`config.mk`:
```
export PLATFORM = sky130hd
export DESIGN_NAME = prm_obstacle_scan
export DESIGN_NICKNAME = d
export VERILOG_FILES = /design/src/rtl/prm_obstacle_scan.sv
export SDC_FILE = /design/constraint.sdc
export NUM_CORES = 2
export LEC_CHECK = 0
export BUFFER_PORTS_ARGS = -buffer_cell sky130_fd_sc_hd__buf_2
export CAP_MARGIN = 5
export CORE_AREA = 3 3 429 431
export CTS_BUF_LIST = sky130_fd_sc_hd__clkbuf_16
export DETAILED_ROUTE_END_ITERATION = 16
export DIE_AREA = 0 0 432 434
export HOLD_SLACK_MARGIN = 0.1
export MAX_ROUTING_LAYER = met4
export PLACE_DENSITY = 0.5
export SLEW_MARGIN = 20
export SYNTH_ARGS = -nofsm -noshare
export SYNTH_HDL_FRONTEND = slang
export SYNTH_SLANG_ARGS = --single-unit
export TNS_END_PERCENT = 100
```
`constraint.sdc`:
```
create_clock -name clk -period 5.4 [get_ports clk]
set_input_delay 0.81 -clock clk [delete_from_list [all_inputs] [get_ports clk]]
set_output_delay 0.81 -clock clk [all_outputs]
set_load 0.1 [all_outputs]
```
`src/rtl/prm_obstacle_scan.sv`:
```
// Obstacle-check initiator: feeds occupied-voxel codes to the external edge-check
// bank, ORs the returned edge masks together and streams the result out in words.
module prm_obstacle_scan #(
  parameter int CODE_W    = 15,
  parameter int NUM_EDGES = 1024,
  parameter int OUT_W     = 32,
  parameter int CNT_W     = 16
) (
  input  logic                 clk,
  input  logic                 rst_n,
  input  logic                 start,
  input  logic                 in_valid,
  output logic                 in_ready,
  input  logic [CODE_W-1:0]    in_code,
  input  logic                 in_last,
  output logic [CODE_W-1:0]    chk_code,
  output logic                 chk_valid,
  input  logic [NUM_EDGES-1:0] chk_mask,
  output logic                 out_valid,
  input  logic                 out_ready,
  output logic [OUT_W-1:0]     out_data,
  output logic                 out_last,
  output logic                 busy,
  output logic                 done,
  output logic [CNT_W-1:0]     code_count
);

  localparam int NUM_WORDS = NUM_EDGES / OUT_W;
  localparam int IDX_W     = (NUM_WORDS > 1) ? $clog2(NUM_WORDS) : 1;
  localparam logic [IDX_W-1:0] LAST_IDX = IDX_W'(NUM_WORDS - 1);

  localparam logic [1:0] ST_IDLE  = 2'd0;
  localparam logic [1:0] ST_SCAN  = 2'd1;
  localparam logic [1:0] ST_DRAIN = 2'd2;
  localparam logic [1:0] ST_DUMP  = 2'd3;

  logic [1:0]           state_q, state_d;
  logic [NUM_EDGES-1:0] acc_q, acc_d;
  logic [CODE_W-1:0]    chk_code_q, chk_code_d;
  logic                 chk_valid_q, chk_valid_d;
  logic [CNT_W-1:0]     code_count_q, code_count_d;
  logic [IDX_W-1:0]     idx_q, idx_d;
  logic                 done_q, done_d;

  logic in_hs;
  logic out_hs;

  assign in_hs  = (state_q == ST_SCAN) && in_valid;
  assign out_hs = (state_q == ST_DUMP) && out_ready;

  always_comb begin
    state_d      = state_q;
    acc_d        = acc_q;
    chk_code_d   = chk_code_q;
    chk_valid_d  = 1'b0;
    code_count_d = code_count_q;
    idx_d        = idx_q;
    done_d       = 1'b0;

    // Bank response is only meaningful for the code registered last cycle.
    if (chk_valid_q) begin
      acc_d = acc_q | chk_mask;
    end

    case (state_q)
      ST_IDLE: begin
        if (start) begin
          acc_d        = '0;
          code_count_d = '0;
          state_d      = ST_SCAN;
        end
      end
      ST_SCAN: begin
        if (in_hs) begin
          chk_code_d  = in_code;
          chk_valid_d = 1'b1;
          if (code_count_q != '1) begin
            code_count_d = code_count_q + 1'b1;
          end
          if (in_last) begin
            state_d = ST_DRAIN;
          end
        end
      end
      ST_DRAIN: begin
        idx_d   = '0;
        state_d = ST_DUMP;
      end
      ST_DUMP: begin
        if (out_hs) begin
          if (idx_q == LAST_IDX) begin
            state_d = ST_IDLE;
            done_d  = 1'b1;
          end else begin
            idx_d = idx_q + 1'b1;
          end
        end
      end
      default: state_d = ST_IDLE;
    endcase
  end

  always_ff @(posedge clk or negedge rst_n) begin
    if (!rst_n) begin
      state_q      <= ST_IDLE;
      acc_q        <= '0;
      chk_code_q   <= '0;
      chk_valid_q  <= 1'b0;
      code_count_q <= '0;
      idx_q        <= '0;
      done_q       <= 1'b0;
    end else begin
      state_q      <= state_d;
      acc_q        <= acc_d;
      chk_code_q   <= chk_code_d;
      chk_valid_q  <= chk_valid_d;
      code_count_q <= code_count_d;
      idx_q        <= idx_d;
      done_q       <= done_d;
    end
  end

  assign in_ready   = (state_q == ST_SCAN);
  assign chk_code   = chk_code_q;
  assign chk_valid  = chk_valid_q;
  assign out_valid  = (state_q == ST_DUMP);
  // Word mux is gated so nothing of the retained mask leaks outside DUMP.
  assign out_data   = out_valid ? acc_q[int'(idx_q) * OUT_W +: OUT_W] : '0;
  assign out_last   = out_valid && (idx_q == LAST_IDX);
  assign busy       = (state_q != ST_IDLE);
  assign done       = done_q;
  assign code_count = code_count_q;

endmodule

```
==> out/metrics.cfg <==
[placed_design]
post-dp-hpwl_um = 168000
gp_congestion = 0.905
dp_cells = 7408
portBuffers = 1113

[final_layout]
instances_no_fill = 7733
nNetsFinal = 6223
drive_gt1_share_pct = 30.4
post-route-util_pct = 32.4
syn2layout_area_growth_pct = 28.2

[clock_tree]
cts_resized = 0
cts_tree = built
numCtsBuffers = 130
clk_pin_slew_ps = 60
htreeDepth = 4
tritoncts_num_sinks = 1064
clk_path_buf_depth = 3
root_buffer = clkbuf_16
cts_setup_buffers = 0
clkLatencyLatePin_ps = 800

[yosys]
synthAdderAreaFrac_pct = 0.192
synth_compound_area_share_pct = 15.8
ys_warn_count = 0
syn_avg_cell_area_um2 = 10.9
synthArstFlopShare_pct = 100
syn-cell-area_mm2 = 0.0456
synth_edf_count = 0
synth_top_family_by_area = compound AO/OA/AOI/OAI gates
synth_cell_types = 53
postSynthCellCount = 4175
ys_ff_latch = 1064
ys.flop_type = dfrtp_1
synth_fp_nets = 5227
synth_xor_area_share_pct = 0
post_synth_and_or_nand_nor_area_fraction_pct = 9.29
muxShareOfSynthArea_pct = 12.7
ys_seq_area_share_pct = 58.4

[pwr]
p_leak_uw = 0.0277
switching_share_pct = 39.6
power.switching_uw = 14000
finalPower_uw = 35300
peakVddDrop_uv = 320
power_frac_clock_pct = 24.7
p_int_uw = 21300
seqPwrFrac_pct = 39.9
p_comb_share_pct = 35.4
p_per_area_mw_per_mm2 = 603

[global_route]
grt_use_met1_pct = 27.0
grt_max_degree = 215
antenna_found_initial = 102
track_usage_pct = 23.3
grt_pass1_vias = 38600
grtUsageMet3_pct = 5.39
grt_pass1_wl_um = 298000
grt.busiest_layer = met2
overflow = 0
gr-usage-met2_pct = 38.4

[floorplan]
io_pins = 1114
die-area_mm2 = 0.187
die_h_um = 434
core-area_mm2 = 0.181
initial_core_util_pct = 25.3
fp.dieW_um = 432
num_rows = 156

[setup_path]
cp-start-kind = flip-flop
criticalPathCategory = flip-flop to output port
cp-end-kind = output port
reg2reg_slack_ps = 2300
required_ps = 4590
r2r_cells = 9
path_max_fanout = 39
worst_ep_arrival_time_ps = 4390

[status]
outcome = completed

[run]
maxCapViolCount = 0

[sta]
slew_violations = 0
whs_ps = 244
fin_crit_sh_pct = 96.2
setup_viol = 0
min_period_ps = 5200
timing.fmax_mhz = 192
maxSlewHeadroom_pct = 11.0
tightest_slew_ps = 1340
rsz0062_at_grt = false
final_hold_viol_count = 0
skew_ps = 33.9
setup-tns-final_ps = 0

[route]
final_antenna_net_count = 0
firstDrtPassIters = 5
num_vias = 38500
drt_iter0_drc = 3653
routed_via_density = 4.98
drcViolationCount = 0
wl_um = 219000
wl_per_cell_um = 28.3

[min_path]
hold_class = input pin to flip-flop
hold-path-cell-count = 3

[stage by stage]
step / area, um2 / setup slack [ps]
final: 58500 / 204
after global routing: 58400 / 53.1
after CTS: 58200 / 87.8
after detailed placement: 54000 / 989
after global placement: 54000 / 941
after floorplan: 45600 / 1250
[cells in the mapped netlist, drive strengths merged (16+ instances only)]
cell type     n  area (um2)
o21ai        55         275
clkbuf      201         754
mux2i       130        1300
mux2         16         180
o22ai        32         200
nand2        21        78.8
nor2       1027        3860
a22oi        32         240
o221ai       32         280
a211o        32         280
dfrtp      1064       26600
a21oi      1092        5470
mux4        192        4320
a22o         33         289
buf         139         875
[layer usage]
metal	part of all wire, %	vias to the layer above	wire (um)
met1	39	19600	84500
met2	50	1638	109000
met5	0	-	0
met3	6.6	333	14400
met4	5.0	0	10800
li1	-	16900	-
[power groups by stage]
stage	registers (uW)	logic [uW]	clock network, uW
after CTS	14100	12800	8910
after floorplan	13400	8120	0
after global routing	14500	13700	9230
final	14100	12500	8700
after detailed placement	14200	12700	0
after global placement	14100	12500	0
[logic make-up (layout without fill, tap and decap cells)]
kind of cell	Yosys count	count (layout)
compound gates	1327	1327
fa+ha+maj	7	7
buf+inv	347	1443
flops	1064	1064
mux	338	338
other cells	0	92
simple gates	1092	1092
[sequential cells by signal (all words and copies together), names as in the netlist]
name / count
code_count: 16
idx_q: 5
chk_valid: 1
chk_code: 15
state_q: 2
acc_q: 1024
done: 1
[final timing paths]
| kind | start | endpoint |
|---|---|---|
| max reg2reg | idx_q[0] | idx_q[3] |
| min in group asynchronous | rst_n | code_count[8] |
| max in group asynchronous | rst_n | acc_q[987] |
| max | idx_q[0] | out_data[8] |
| min | chk_mask[514] | acc_q[514] |
| min reg2reg | acc_q[331] | acc_q[331] |
[layout make-up]
class,count,area [um2]
fillers,18600,122000
flip-flops and latches,1064,26600
multi-input cells,2764,17400
repair buffers,1204,7050
clock buffers,133,3330
well taps,2370,2970
clock inverters,99,873
diodes,92,230
inverters,7,26.3
[layout by cell type, fill, tap and decap left out, types with 3 or more instances in the layout]
master,Yosys,final
inv_6,0,4
diode_2,0,92
and3_1,5,5
mux2i_1,130,130
buf_2,74,1085
o221ai_1,32,32
buf_4,9,60
inv_16,0,5
clkinv_8,0,3
bufinv_16,0,10
o21ai_0,14,14
clkinv_2,0,10
o22ai_1,32,32
nor2b_1,6,4
nor2_1,1026,1026
mux2_2,16,16
dfrtp_1,1064,1060
clkinvlp_4,0,6
o31ai_1,6,6
a22oi_1,32,32
a21oi_1,1091,1091
buf_12,1,57
nand2b_1,5,5
inv_1,6,37
a22o_1,33,33
dfrtp_4,0,3
o21ai_1,41,41
and2_1,9,7
a211o_1,32,32
clkinv_1,1,27
mux4_2,192,192
ha_1,7,6
nand3_1,5,5
nand2_1,21,21
clkbuf_16,0,133
[timing repair]
item,4_1_cts,5_1_grt
endpoints found under the hold margin,47,0
endpoints found under the setup margin,0,0
hold buffers,1,0
[critical path: stages, from the launching register on]
cell and delay (ps):
dfrtp_4 1000, buf_12 370, mux2i_1 260, o221ai_1 150, a21oi_1 840, a21oi_1 560
buf_12 340
Note: power is estimated with default switching activity, not from simulation.
